$ cat src/rtl/stack_tos_unit.sv
// stack_tos_unit: operand stack with the top word cached in a register and lower words in a sync-read RAM.
// Optional high-water tracking enabled by defining STACK_TOS_UNIT_HWM_EN.
module stack_tos_unit #(
  parameter int DATA_WIDTH = 8,
  parameter int ADDR_WIDTH = 4
) (
  input  logic                  clk,
  input  logic                  reset,
  input  logic                  cmd_valid,
  output logic                  cmd_ready,
  input  logic [2:0]            cmd_op,
  input  logic [DATA_WIDTH-1:0] cmd_data,
  output logic                  rsp_valid,
  output logic [DATA_WIDTH-1:0] rsp_data,
  output logic [DATA_WIDTH-1:0] top,
  output logic [ADDR_WIDTH:0]   depth,
  output logic                  empty,
  output logic                  full,
  output logic                  err_ovf,
  output logic                  err_unf,
  output logic                  err_ill,
  output logic [ADDR_WIDTH:0]   high_water
);
  localparam logic [ADDR_WIDTH:0]   CAP   = (ADDR_WIDTH+1)'(2**ADDR_WIDTH);
  localparam logic [ADDR_WIDTH:0]   ONE_D = 1;
  localparam logic [ADDR_WIDTH:0]   TWO_D = 2;
  localparam logic [ADDR_WIDTH-1:0] ONE_A = 1;
  typedef enum logic [1:0] {IDLE, REFILL, SWAP2} state_t;
  state_t                state_q;
  logic [DATA_WIDTH-1:0] mem [2**ADDR_WIDTH-1];
  logic [DATA_WIDTH-1:0] top_q, rsp_data_q, rd_q;
  logic [ADDR_WIDTH:0]   depth_q, depth_d;
  logic [ADDR_WIDTH-1:0] sp, sp_lo, waddr;
  logic rsp_valid_q, err_ovf_q, err_unf_q, err_ill_q;
  logic acc, op_push, op_pop, op_dup, op_swap, op_clr, op_ill;
  logic push_ok, pop_ok, dup_ok, swap_ok, we, re;
  assign acc     = cmd_valid && state_q == IDLE;
  assign op_push = acc && cmd_op == 3'd1;
  assign op_pop  = acc && cmd_op == 3'd2;
  assign op_dup  = acc && cmd_op == 3'd3;
  assign op_swap = acc && cmd_op == 3'd4;
  assign op_clr  = acc && cmd_op == 3'd5;
  assign op_ill  = acc && cmd_op[2:1] == 2'b11;
  assign push_ok = op_push && !full;
  assign dup_ok  = op_dup && !empty && !full;
  assign pop_ok  = op_pop && !empty;
  assign swap_ok = op_swap && depth_q >= TWO_D;
  assign sp      = depth_q[ADDR_WIDTH-1:0] - ONE_A;
  assign sp_lo   = sp - ONE_A;
  // SWAP2 writes the old TOS into the slot it just read from
  assign we      = !reset && ((push_ok && !empty) || dup_ok || state_q == SWAP2);
  assign waddr   = state_q == SWAP2 ? sp_lo : sp;
  assign re      = (pop_ok && depth_q >= TWO_D) || swap_ok;
  assign depth_d = (push_ok || dup_ok) ? depth_q + ONE_D : pop_ok ? depth_q - ONE_D : op_clr ? '0 : depth_q;
  always_ff @(posedge clk) begin
    if (we) mem[waddr] <= top_q;
    if (re) rd_q <= mem[sp_lo];
  end
  always_ff @(posedge clk) begin
    if (reset) begin
      state_q     <= IDLE;
      depth_q     <= '0;
      top_q       <= '0;
      rsp_valid_q <= 1'b0;
      rsp_data_q  <= '0;
      err_ovf_q   <= 1'b0;
      err_unf_q   <= 1'b0;
      err_ill_q   <= 1'b0;
    end else begin
      depth_q     <= depth_d;
      rsp_valid_q <= pop_ok;
      if (pop_ok) rsp_data_q <= top_q;
      if (state_q != IDLE) begin
        top_q   <= rd_q;
        state_q <= IDLE;
      end else begin
        if (push_ok) top_q <= cmd_data;
        if ((pop_ok && depth_q == ONE_D) || op_clr) top_q <= '0;
        if (re) state_q <= pop_ok ? REFILL : SWAP2;
      end
      err_ovf_q <= !op_clr && (err_ovf_q || ((op_push || op_dup) && full));
      err_unf_q <= !op_clr && (err_unf_q || ((op_pop || op_dup) && empty) || (op_swap && depth_q < TWO_D));
      err_ill_q <= !op_clr && (err_ill_q || op_ill);
    end
  end
`ifdef STACK_TOS_UNIT_HWM_EN
  logic [ADDR_WIDTH:0] hwm_q;
  always_ff @(posedge clk) hwm_q <= reset ? '0 : (depth_d > hwm_q ? depth_d : hwm_q);
  assign high_water = hwm_q;
`else
  assign high_water = '0;
`endif
  assign cmd_ready = state_q == IDLE;
  assign rsp_valid = rsp_valid_q;
  assign rsp_data  = rsp_data_q;
  assign top       = top_q;
  assign depth     = depth_q;
  assign empty     = depth_q == '0;
  assign full      = depth_q == CAP;
  assign err_ovf   = err_ovf_q;
  assign err_unf   = err_unf_q;
  assign err_ill   = err_ill_q;
endmodule

$ cat config.mk
export PLATFORM = sky130hd
export DESIGN_NAME = stack_tos_unit
export DESIGN_NICKNAME = d
export VERILOG_FILES = /design/src/rtl/stack_tos_unit.sv
export SDC_FILE = /design/constraint.sdc
export NUM_CORES = 1
export LEC_CHECK = 0
export BUFFER_PORTS_ARGS = -buffer_cell sky130_fd_sc_hd__buf_2
export CAP_MARGIN = 25
export CORE_MARGIN = 10
export CORE_UTILIZATION = 30
export CTS_CLUSTER_SIZE = 20
export DETAILED_ROUTE_END_ITERATION = 6
export GPL_ROUTABILITY_DRIVEN = 0
export HOLD_SLACK_MARGIN = 0.1
export PLACE_DENSITY = 0.45
export SYNTH_ARGS = -nofsm -noshare
export SYNTH_HDL_FRONTEND = slang
export SYNTH_SLANG_ARGS = --single-unit
$ cat constraint.sdc
create_clock -name clk -period 5.2 [get_ports clk]
set_clock_uncertainty 0.15 [all_clocks]
set_input_delay 0.26 -clock clk [delete_from_list [all_inputs] [get_ports clk]]
set_output_delay 0.26 -clock clk [all_outputs]
set_load 0.1 [all_outputs]
* Word-level counts from Yosys, hierarchy flattened
Memory sizes are Yosys's and may differ from the RTL's. A register that Yosys moved wholly into a read port is not among the register bits. Index checks and enable logic that the tools add are counted.
Word-level totals: bits in registers 27, latch bits 0, memory bits (writable) 120, ROM bits 0, input port bits 14, output and inout port bits 33, word-level logic and storage cells 77, memories 1
Operators by class: add/sub/neg operators 4, multipliers 0, div/mod/pow operators 0, $lt $le $gt $ge 2, eq/ne operators 9, shift operators 0, multiplexer cells 10, bitwise gates (word level) 0, reduce and logical (&&, ||, !) cells 43
Memories:
- mem | words 15, bits a word 8, read ports 1, clocked after Yosys merged registers in 1, wr ports 1, line 30 | logic [DATA_WIDTH-1:0] mem [2**ADDR_WIDTH-1];
Operator list (number):
- 2-to-1 mux 8 bit | 3
- logical AND 1 bit | 22
- 2-to-1 mux 5 bit | 3
- logical OR 1 bit | 11
- subtractor 4 x 1 -> 4 bit (second input constant) | 2
- == test 3 x 2 -> 1 bit (second input constant) | 2
- == test 3 bit (second input constant) | 2
- nonzero test 3 bit | 2
- adder 5 x 1 -> 5 bit (second input constant) | 1
- == test 5 x 1 -> 1 bit (second input constant) | 1
- == test 5 bit (second input constant) | 1
- >= comparator 5 x 2 -> 1 bit (second input constant) | 1
- zero test 5 bit | 1
- < comparator 5 x 2 -> 1 bit (second input constant) | 1
- subtractor 5 x 1 -> 5 bit (second input constant) | 1
- == test 2 bit (second input constant) | 2
- zero test 1 bit | 4
- 2-to-1 mux 4 bit | 1
- == test 3 x 1 -> 1 bit (second input constant) | 1
- zero test 2 bit | 1
- 2-to-1 mux 1 bit | 2
- 2-to-1 mux 2 bit | 1
- nonzero test 2 bit | 1
- OR reduction 2 bit | 1

* Longest topological paths before layout
Gate-level depths: netlist of the first run.
depth in word-level cells 10, gate-level depth with buffers 10, mapped depth without buffers 7

* Worst setup path after synthesis of the first run
Ideal clock, no wire load.
path type flip-flop to flip-flop, from register depth_q[0] (netlist: depth[0]), to register rd_q[0], read port of mem, enable pin, library setup time 375 ps, arrival 3903 ps, required time 4675 ps, slack 772 ps, stages on the path, launching flop included 10, path buffers 4, clock period less this slack 4428 ps, cell sequence dfxtp_1 buf_2 buf_2 inv_1 ha_1 nor4b_4 or4_2 clkbuf_1 buf_2 a21oi_1
On the way: word-level cells in the longest chain between the ends 5, elaborated cells between the ends (all ways) 9, classes of those cells 2 x add/sub; 1 x order compare; 6 x reduce/logical
RTL lines:
- start: declaration | line 32 | logic [ADDR_WIDTH:0] depth_q, depth_d;
- start signal: assignment | line 70 | depth_q <= depth_d;
- zero test 5 bit | line 98 | assign empty = depth_q == '0;
- named net empty | line 17 | output logic empty,
- zero test 1 bit | line 46 | assign pop_ok = op_pop && !empty;
- logical AND 1 bit | line 46
- logical AND 1 bit | line 53 | assign re = (pop_ok && depth_q >= TWO_D) || swap_ok;
- logical OR 1 bit | line 53
- named net re | line 36 | logic push_ok, pop_ok, dup_ok, swap_ok, we, re;
- end: declaration | line 31 | logic [DATA_WIDTH-1:0] top_q, rsp_data_q, rd_q;
The timed path passes the listed nets, and every way through them passes these cells. A chain may end at the register's enable or synchronous reset.

* Worst setup path after layout of the first run
from register depth_q[1] (netlist: depth[1]), to memory mem[5][0], enable pin
On the way: word-level cells in the longest chain between the ends 9, elaborated cells between the ends (all ways) 16, classes of those cells 2 x add/sub; 1 x eq/ne; 3 x mux; 10 x reduce/logical
RTL lines (line):
- parallel branches: the longest is 9 deep, another holds subtractor 4 x 1 -> 4 bit
- end: declaration | 30
Parallel ways; which one is timed is not known.

==> results of run 1 <==
==> flip-flops by register name (all words and copies together) (netlist names) <==
name / cells
err_ovf: 1
err_ill: 1
depth: 5
state_q: 2
rsp_data: 8
top: 8
rsp_valid: 1
err_unf: 1
mem: 120
rd_q: 8
==> synth_stat cells, drive strengths merged, types with 9 or more instances <==
| cell type | count |
|---|---|
| edfxtp | 128 |
| a21oi | 37 |
| nor2 | 34 |
| nand2 | 29 |
| dfxtp | 27 |
| a211oi | 24 |
| mux4 | 24 |
| nor2b | 18 |
| clkbuf | 17 |
| buf | 15 |
| mux2i | 11 |
| o21ai | 10 |
| a221oi | 9 |
==> critical path: stages (launching register included) <==
cell and delay (ns):
dfxtp_1 0.46, inv_1 0.17, ha_2 0.87, and4b_1 0.33
a21oi_1 0.13, xnor2_1 0.17, nand2b_1 0.27, nor2_1 0.60
==> power breakdown <==
part / total, mW / internal (mW) / switching, mW
clock network: 1.27 / 0.729 / 0.543
logic: 0.238 / 0.0679 / 0.170
registers: 1.37 / 1.35 / 0.0138
total: 2.87 / 2.15 / 0.726
==> cell families (layout without fill, tap and decap cells) <==
| family | count (synthesis) | count (layout) | share of synthesized area [%] |
|---|---|---|---|
| DFF | 155 | 155 | 66.3 |
| muxes | 35 | 35 | 10.0 |
| and+or+nand+nor | 124 | 124 | 9.96 |
| xor gates and xnor gates | 9 | 9 | 1.19 |
| adders and majority gates | 6 | 6 | 1.14 |
| AOI/OAI and AO/OA | 90 | 90 | 8.73 |
| other | 1 | 5 | 0.0567 |
| buffers and inverters | 38 | 99 | 2.57 |
==> area by class of cell <==
| cell class | instances | area, um2 | area share [%] |
|---|---|---|---|
| clock buffer | 18 | 429 | 5.48 |
| multi-input combinational | 269 | 2090 | 26.7 |
| inverter | 6 | 22.5 | 0.288 |
| timing repair buffer | 61 | 378 | 4.83 |
| sequential | 155 | 4390 | 56.0 |
| clock inverter | 14 | 176 | 2.25 |
| tap | 280 | 350 | 4.47 |
==> per-layer routing <==
metal  routed length [um]  vias up  GRT usage (%)  share of wire, %
met5                    0        -              0                 0
met4                  149        0           3.18              0.88
met3                  778       11           3.33               4.6
met2                 7880       82           18.3                47
met1                 8040     2049           16.3                48
li1                     -     1872              -                 -
==> worst max path at each step <==
stage	startpoint	end	slack [ns]	cells past startpoint
final	depth[1]	mem[5][0]	1.69	7
after global routing	depth[1]	mem[1][0]	1.42	7
after CTS	depth[1]	mem[5][0]	1.65	7
after detailed placement	depth[1]	mem[5][4]	1.68	7
after global placement	depth[1]	mem[14][4]	1.81	7
after floorplan	depth[0]	rd_q[0]	0.77	9
==> what timing repair did <==
action | in CTS | in global routing
setup buffers | 0 | 0
hold buffers | 9 | 0
endpoints found under the hold margin | 8 | 0
==> run summary, run 1 <==
status - completed
top-area cell type share of the netlist area - 58.1%
total congestion overflow - 0
Crit. End Element - flop
Arr. time, crit path - 3.43 ns
vias per cell - 5.00
Clock transition at path regs - 0.07 ns
Worst Path Max Fanout - 35
reg2reg path depth - 7
post-synthesis cell count - 458
Setup CP Type - reg -> reg
DIE HEIGHT - 168 um
Hold Crit Class - in -> reg
largest net degree at the start of global routing - 54
setup TNS - 0 ns
Yosys top cell by area - edfxtp_1
fin cells - 803
Via Count - 4,014
Die Area - 0.0284 mm2
Worst Path Required - 5.12 ns
drt initial violations - 228
Hold Path Depth - 3
drt drc - 0
vias in the first global route - 4,195
ANT cells - 0
Yosys warning total - 0
Total GRT Usage - 12.0%
dominant synthesized flop cell - edfxtp_1
most frequent cells in the layout - edfxtp_1, buf_2, a21oi_1
CTS sink cnt - 155
wire length per cell - 21.0 um
Seq/Total Area, Yosys - 66.3%
H-tree lvl count - 4
worst slew pin tran - 0.913 ns
Slew Limit Fails - 0
RSZ-0062 raised after global routing - false
CTS tree - done
period utilisation layout - 67.5%
synth top area cells - edfxtp_1, dfxtp_1, mux4_2
Reg-to-Reg End - mem[5][0]
Max-Cap Viols - 0
Tot Pwr - 2.87 mW
Routed WL - 16.8 mm
Final setup viols - 0
count of cell types in the netlist - 48
slew margin rel. - 39.1%
Reg2Reg Launch Point - depth[1]
# fillers - 2,104
fin util - 36.0%
flops & latches, synth - 155
Worst-Skew Late Latency - 0.44 ns
initial antenna violation count - 0
Syn Area/Cell - 14.4 um2
Final Instance Area - 0.00783 mm2
Placement Cell Area - 0.00713 mm2
HPWL after DPL - 11.0 mm
Routed Antenna Nets - 0
Area Overhead vs Synth - 18.4%
async set-reset flop share out of synthesis - 0%
pwr/cell area - 367 mW/mm2
layout cells sized above 1 - 22.9%
Initial Utilization - 30.4%
pre-CTS setup slack - 1.68 ns
Fin Hold WS - 0.115 ns
clk buf depth - 2
Pleak - 2.59 nW
CORE AREA - 0.0218 mm2
Port Buffers - 41
Hold EP - top[7]
die width - 168 um
drt first pass iters - 5
number of synthesized flops with an enable pin - 128
post-layout minimum cycle time - 3.51 ns
Startpoint Class - flop
max frequency - 0.285 GHz
Post-Syn Area - 0.00661 mm2
global-route wire length before repair - 25.8 mm
final worst slack - 1.69 ns
total CTS buffers - 17
root buffer cell - clkbuf_16
CTS resizes - 0
Hold Vio Cnt, Final - 0
r2r setup slk - 1.69 ns
Placed Instances - 761
maximum vdd drop - 0.000235 V
hold path startpoint - cmd_data[7]
number of nets in the layout - 530
Rows - 54
I/O pin count - 47
leading cell type in the layout, fill and taps excluded - edfxtp_1
No activity file was read; power rests on OpenSTA's default activity.
==> run 2: changes to the inputs <==
--- a/config.mk
+++ b/config.mk
@@ -5,6 +5,7 @@
 export SDC_FILE = /design/constraint.sdc
 export NUM_CORES = 1
 export LEC_CHECK = 0
+export ABC_AREA = 1
 export BUFFER_PORTS_ARGS = -buffer_cell sky130_fd_sc_hd__buf_2
 export CAP_MARGIN = 25
 export CORE_MARGIN = 10
==> constraint.sdc (replaced) <==
create_clock -name clk -period 3.6 [get_ports clk]
set_clock_uncertainty 0.15 [all_clocks]
set_input_delay 0.18 -clock clk [delete_from_list [all_inputs] [get_ports clk]]
set_output_delay 0.18 -clock clk [all_outputs]
set_load 0.1 [all_outputs]
==> run 2 against run 1 <==
  * Clock power increased by 46%
  * Highest routed layer unchanged
  * Register-to-register slack lost 1.2 ns
  * First-iteration DRC count rose by 97%
  * Sequential share of layout area down 2.7 points
  * Utilization grew 0.24 points
  * Wire length up 13%
  * Via count up 27%
  * Final cell count rose by 32%
  * Critical path type unchanged
  * Total power rose by 91%
  * Combinational power increased to 6.6 times the previous value
  * Final area rose by 5.1%
==> run summary, run 2 <==
slew margin rel. - 52.3% (was 39.1%)
Slowest-stage cell, CP - dfxtp_1 (was ha_2)
CP cell instances - inv_2 -> buf_4 -> ha_1 -> inv_1 -> nand2_1 -> nand2_2 -> nand2_1 -> nand2_4 -> nand2_1 -> nand2_1 -> nand3_2 -> nor2_1 (was inv_1 -> ha_2 -> and4b_1 -> a21oi_1 -> xnor2_1 -> nand2b_1 -> nor2_1)
Yosys warning total - 0 (unchanged)
initial antenna violation count - 0 (unchanged)
Max-Cap Viols - 0 (unchanged)
Routed WL - 19.1 mm (was 16.8 mm)
critical path startpoint - depth[0] (was depth[1])
post-synthesis cell count - 695 (was 458)
post-layout minimum cycle time - 3.14 ns (was 3.51 ns)
Largest Register - mem (unchanged)
hold path startpoint - cmd_op[1] (was cmd_data[7])
Yosys top cell by area - edfxtp_1 (unchanged)
setup TNS - 0 ns (unchanged)
root buffer cell - clkbuf_16 (unchanged)
status - completed (unchanged)
Placed Instances - 1,018 (was 761)
HPWL after DPL - 13.3 mm (was 11.0 mm)
Die Area - 0.0297 mm2 (was 0.0284 mm2)
vias in the first global route - 5,023 (was 4,195)
Final setup viols - 0 (unchanged)
CTS tree - done (unchanged)
crit-path max cell delay - 0.56 ns (was 0.87 ns)
total CTS buffers - 17 (unchanged)
CTS sink cnt - 155 (unchanged)
Pleak - 3.40 nW (was 2.59 nW)
largest net degree at the start of global routing - 33 (was 54)
max reg flops - 120 (unchanged)
top-area cell type share of the netlist area - 55.2% (was 58.1%)
Routed Antenna Nets - 0 (unchanged)
critical path buffer and inverter count - 3 (was 1)
ANT cells - 0 (unchanged)
drt drc - 0 (unchanged)
Tot Pwr - 5.48 mW (was 2.87 mW)
die width - 172 um (was 168 um)
postcts setup bufs - 0 (unchanged)
clk buf depth - 2 (unchanged)
Initial Utilization - 30.7% (was 30.4%)
global-route wire length before repair - 29.2 mm (was 25.8 mm)
Arr. time, crit path - 3.05 ns (was 3.43 ns)
Hold Crit Class - in -> reg (unchanged)
DIE HEIGHT - 172 um (was 168 um)
Sequential Area - 0.00438 mm2 (was 0.00439 mm2)
pwr/cell area - 667 mW/mm2 (was 367 mW/mm2)
number of synthesized flops with an enable pin - 128 (unchanged)
async set-reset flop share out of synthesis - 0% (unchanged)
fin cells - 1,059 (was 803)
Slew Limit Fails - 0 (unchanged)
count of cell types in the netlist - 31 (was 48)
synth cell count leaders - nand2_1, edfxtp_1, nand3_1 (was edfxtp_1, a21oi_1, nor2_1)
flops & latches, synth - 155 (unchanged)
number of nets in the layout - 783 (was 530)
leading cell type in the layout, fill and taps excluded - nand2_1 (was edfxtp_1)
Startpoint Class - flop (unchanged)
Worst Path Max Fanout - 32 (was 35)
Setup CP Type - reg -> reg (unchanged)
synth top area cells - edfxtp_1, nand2_1, dfxtp_1 (was edfxtp_1, dfxtp_1, mux4_2)
I/O pin count - 47 (unchanged)
vias per cell - 4.82 (was 5.00)
Rows - 55 (was 54)
CORE AREA - 0.0227 mm2 (was 0.0218 mm2)
Total GRT Usage - 13.1% (was 12.0%)
maximum vdd drop - 0.000263 V (was 0.000235 V)
most frequent cell after synthesis - nand2_1 (was edfxtp_1)
Fin Hold WS - 0.117 ns (was 0.115 ns)
cell mode on critical path - nand2_1
drt initial violations - 449 (was 228)
Area Overhead vs Synth - 18.1% (was 18.4%)
period utilisation layout - 87.2% (was 67.5%)
Hold Vio Cnt, Final - 0 (unchanged)
Post-Syn Area - 0.00697 mm2 (was 0.00661 mm2)
Syn Area/Cell - 10.0 um2 (was 14.4 um2)
Crit. End Element - flop (unchanged)
Via Count - 5,107 (was 4,014)
Clock transition at path regs - 0.06 ns (was 0.07 ns)
layout cells sized above 1 - 16.5% (was 22.9%)
footprint of the multi-input gates - 0.00219 mm2 (was 0.00209 mm2)
most frequent cells in the layout - nand2_1, edfxtp_1, nand3_1 (was edfxtp_1, buf_2, a21oi_1)
cell family with most CP delay - simple AND/OR/NAND/NOR gates (unchanged)
Reg2Reg Launch Point - depth[0] (was depth[1])
total congestion overflow - 0 (unchanged)
Port Buffers - 41 (unchanged)
wire length per cell - 18.0 um (was 21.0 um)
max frequency - 0.319 GHz (was 0.285 GHz)
Worst-Skew Late Latency - 0.42 ns (was 0.44 ns)
Worst Path Required - 3.51 ns (was 5.12 ns)
drt first pass iters - 5 (unchanged)
dominant synthesized flop cell - edfxtp_1 (unchanged)
RSZ-0062 raised after global routing - false (unchanged)
Seq/Total Area, Yosys - 62.9% (was 66.3%)
H-tree lvl count - 4 (unchanged)
worst slew pin tran - 0.713 ns (was 0.913 ns)
# fillers - 2,287 (was 2,104)
-- run 2: cell count changes in the layout (fill, tap and decap cells not counted), moves of 18 or more --
cell and delta:
nor2b_1 -18, a211oi_1 -24, a21oi_1 -25, mux4_2 -24
nand2_1 +216, inv_1 +45, nand4_1 +39, nand3_1 +59
-- run 2: repair_timing --
action | in CTS | in global routing
endpoints found under the hold margin | 15 | 0
hold buffers | 11 | 0
resized for setup | 0 | 0
-- run 2: cell families (layout without fill, tap and decap cells) --
group	Yosys count	count (layout)	synth area share (%)
xor gates and xnor gates	2	2	0.252
and+or+nand+nor	418	418	27.8
other	1	5	0.0538
AOI/OAI and AO/OA	27	27	2.07
adders and majority gates	6	6	1.08
buffers and inverters	86	161	5.80
DFF	155	155	62.9
-- run 2: worst register-to-register path, cell delays in order (launching register included) --
cell     delay, ns
dfxtp_1       0.56
inv_2         0.07
buf_4         0.25
ha_1          0.28
inv_1         0.07
nand2_1       0.05
nand2_2       0.14
nand2_1       0.12
nand2_4       0.21
nand2_1       0.07
nand2_1       0.11
nand3_2       0.15
nor2_1        0.55
-- run 2: metal layers --
metal,GRT usage (%),wire length [um]
met1,17.2,8690
met2,21.0,9010
met5,0,0
met4,4.05,345
met3,2.90,1050
-- run 2: area by class of cell --
| cell class | count | area share (%) |
|---|---|---|
| timing repair buffer | 72 | 5.66 |
| clock inverter | 11 | 2.05 |
| sequential | 155 | 53.3 |
| clock buffer | 19 | 5.26 |
| tap | 285 | 4.33 |
| inverter | 59 | 2.75 |
| multi-input combinational | 458 | 26.6 |
-- run 2: path summary, 6_finish.rpt --
| check | cells after the start | endpoint | slack (ns) |
|---|---|---|---|
| worst min-delay path | 5 | err_unf | 0.12 |
| worst max-delay path | 12 | mem[8][5] | 0.46 |
| worst min register to register | 1 | err_ill | 0.32 |
| worst max register to register | 12 | mem[8][5] | 0.46 |
-- run 2: where the power goes --
| group | switching, mW | internal (mW) | total, mW |
|---|---|---|---|
| Clock | 0.697 | 1.15 | 1.85 |
| Combinational | 1.18 | 0.378 | 1.56 |
| Sequential | 0.0434 | 2.03 | 2.07 |
-- run 2: metrics by stage --
step | instance area, um2 | worst slack (ns) | utilization [%]
2_1_floorplan | 6980 | 0.0894 | -
3_3_place_gp | 7510 | 0.561 | 33.1
3_5_place_dp | 7510 | 0.446 | 33.1
4_1_cts | 8230 | 0.440 | 36.2
5_1_grt | 8230 | 0.110 | 36.2
6_report | 8230 | 0.460 | 36.2
==> run 3: changes to the inputs <==
--- a/config.mk
+++ b/config.mk
@@ -14,6 +14,7 @@
 export DETAILED_ROUTE_END_ITERATION = 6
 export GPL_ROUTABILITY_DRIVEN = 0
 export HOLD_SLACK_MARGIN = 0.1
+export MAX_ROUTING_LAYER = met4
 export PLACE_DENSITY = 0.45
 export SYNTH_ARGS = -nofsm -noshare
 export SYNTH_HDL_FRONTEND = slang
==> run 3 against run 2 <==
  * Utilization stayed put
  * Sequential cell count stayed put
  * Wire length hardly changed
  * Non-clock buffer count stayed put
  * Sequential power hardly changed
  * Final area stayed put
  * Total power hardly changed
  * Critical path depth stayed put
  * Die area stayed put
  * Via count is 0.51% lower
  * Critical endpoint is now mem[8][0]
  * Largest cell class unchanged
==> run summary, run 3 (synthesis gave the netlist of run 2 again) <==
status - completed (unchanged)
Placement Cell Area - 0.00751 mm2 (unchanged)
Slowest-stage cell, CP - dfxtp_1 (unchanged)
setup TNS - 0 ns (unchanged)
P_sw - 1.92 mW (about the same)
Worst Path Max Fanout - 32 (unchanged)
CTS sink cnt - 155 (unchanged)
Area Overhead vs Synth - 18.1% (unchanged)
die width - 172 um (unchanged)
metal2 WL - 9.03 mm (was 9.01 mm)
highest routed layer - met4 (unchanged)
drt first pass iters - 5 (unchanged)
footprint of the multi-input gates - 0.00219 mm2 (unchanged)
Slew Limit Fails - 0 (unchanged)
RSZ-0062 raised after global routing - false (unchanged)
# fillers - 2,287 (unchanged)
total CTS buffers - 17 (unchanged)
leading cell type in the layout, fill and taps excluded - nand2_1 (unchanged)
total congestion overflow - 0 (unchanged)
Hold Vio Cnt, Final - 0 (unchanged)
worst slew pin tran - 0.707 ns (was 0.713 ns)
max reg flops - 120 (unchanged)
metal3 WL - 984 um (was 1.05 mm)
CORE AREA - 0.0227 mm2 (unchanged)
internal power - 3.56 mW (about the same)
Final Instance Area - 0.00823 mm2 (unchanged)
Fin Hold WS - 0.117 ns (about the same)
Startpoint Class - flop (unchanged)
H-tree lvl count - 4 (unchanged)
max frequency - 0.318 GHz (was 0.319 GHz)
Port Buffers - 41 (unchanged)
drt initial violations - 500 (was 449)
largest net degree at the start of global routing - 33 (unchanged)
CP cell instances - inv_2 -> buf_4 -> ha_1 -> inv_1 -> nand2_1 -> nand2_2 -> nand2_1 -> nand2_4 -> nand2_1 -> nand2_1 -> nand3_2 -> nor2_1 (unchanged)
Via Count - 5,081 (was 5,107)
Largest Register - mem (unchanged)
postcts setup bufs - 0 (unchanged)
Tot Pwr - 5.48 mW (about the same)
clock network power share - 33.8% (was 33.7%)
Total GRT Usage - 13.4% (was 13.1%)
Clock transition at path regs - 0.06 ns (about the same)
HPWL after DPL - 13.3 mm (unchanged)
fin util - 36.2% (unchanged)
CTS tree - done (unchanged)
wire length on met1 - 8.81 mm (was 8.69 mm)
post-layout minimum cycle time - 3.14 ns (about the same)
vias per cell - 4.80 (was 4.82)
Max-Cap Viols - 0 (unchanged)
period utilisation layout - 87.3% (was 87.2%)
maximum vdd drop - 0.000262 V (was 0.000263 V)
Routed Antenna Nets - 0 (unchanged)
initial antenna violation count - 0 (unchanged)
DIE HEIGHT - 172 um (unchanged)
vias in the first global route - 5,013 (was 5,023)
sw frac - 35.1% (about the same)
Hold Crit Class - in -> reg (unchanged)
crit-path max cell delay - 0.56 ns (about the same)
Routed WL - 19.1 mm (about the same)
Initial Utilization - 30.7% (unchanged)
Die Area - 0.0297 mm2 (unchanged)
most frequent cells in the layout - nand2_1, edfxtp_1, nand3_1 (unchanged)
Final setup viols - 0 (unchanged)
root buffer cell - clkbuf_16 (unchanged)
Setup CP Type - reg -> reg (unchanged)
clk buf depth - 2 (unchanged)
global-route wire length before repair - 29.2 mm (unchanged)
sequential fraction of design power - 37.8% (about the same)
Pleak - 3.40 nW (unchanged)
number of nets in the layout - 783 (unchanged)
drt drc - 0 (unchanged)
Rows - 55 (unchanged)
slew margin rel. - 52.7% (was 52.3%)
Arr. time, crit path - 3.05 ns (about the same)
I/O pin count - 47 (unchanged)
layout cells sized above 1 - 16.5% (unchanged)
wire length per cell - 18.0 um (about the same)
Worst Path Required - 3.51 ns (about the same)
cell mode on critical path - nand2_1 (unchanged)
Worst-Skew Late Latency - 0.42 ns (about the same)
ANT cells - 0 (unchanged)
Comb pwr share - 28.4% (about the same)
pwr/cell area - 667 mW/mm2 (about the same)
Sequential Area - 0.00438 mm2 (unchanged)
Crit. End Element - flop (unchanged)
==> run 3: path summary, 6_finish.rpt <==
kind / startpoint / cells after the start / end / slack (ns)
worst max-delay path: depth[0] / 12 / mem[8][0] / 0.46
worst min-delay path: cmd_op[1] / 5 / err_unf / 0.12
worst max register to register: depth[0] / 12 / mem[8][0] / 0.46
worst min register to register: err_ill / 1 / err_ill / 0.32
==> run 3: critical path, delay by kind of cell (launching register included) <==
family / cells / cell delay (ns)
simple gates: 8 / 1.40
flops: 1 / 0.56
buf+inv: 3 / 0.39
fa+ha+maj: 1 / 0.28
==> run 3: what timing repair did <==
| action | CTS | global route |
|---|---|---|
| hold buffers | 11 | 0 |
| endpoints found under the hold margin | 15 | 0 |
| gates resized for setup | 0 | 0 |
==> run 3: area by class of cell <==
class                      count  area share (%)
clock buffer                  19            5.26
clock inverter                11            2.05
inverter                      59            2.75
multi-input combinational    458            26.6
sequential                   155            53.3
tap                          285            4.33
timing repair buffer          72            5.66
==> run 3: metrics by stage <==
step	worst slack, ns	cells
after floorplan	0.0894	699
after global placement	0.561	1018
after detailed placement	0.446	1018
after CTS	0.440	1059
after global routing	0.109	1059
final	0.458	1059
==> run 3: power by group through the flow <==
| stage | Combinational [mW] | Clock (mW) | Sequential, mW |
|---|---|---|---|
| global placement | 1.56 | 0 | 2.11 |
| CTS | 1.57 | 1.88 | 2.08 |
| detailed placement | 1.55 | 0 | 2.11 |
| finish | 1.56 | 1.85 | 2.07 |
| global route | 1.71 | 1.95 | 2.08 |
| floorplan | 0.957 | 0 | 2.30 |
==> run 3: metal layers <==
metal | global-route usage [%] | vias to the layer above
li1 | - | 2467
met1 | 17.3 | 2466
met2 | 20.9 | 127
met3 | 2.80 | 21
met4 | 4.05 | 0
met5 | - | -
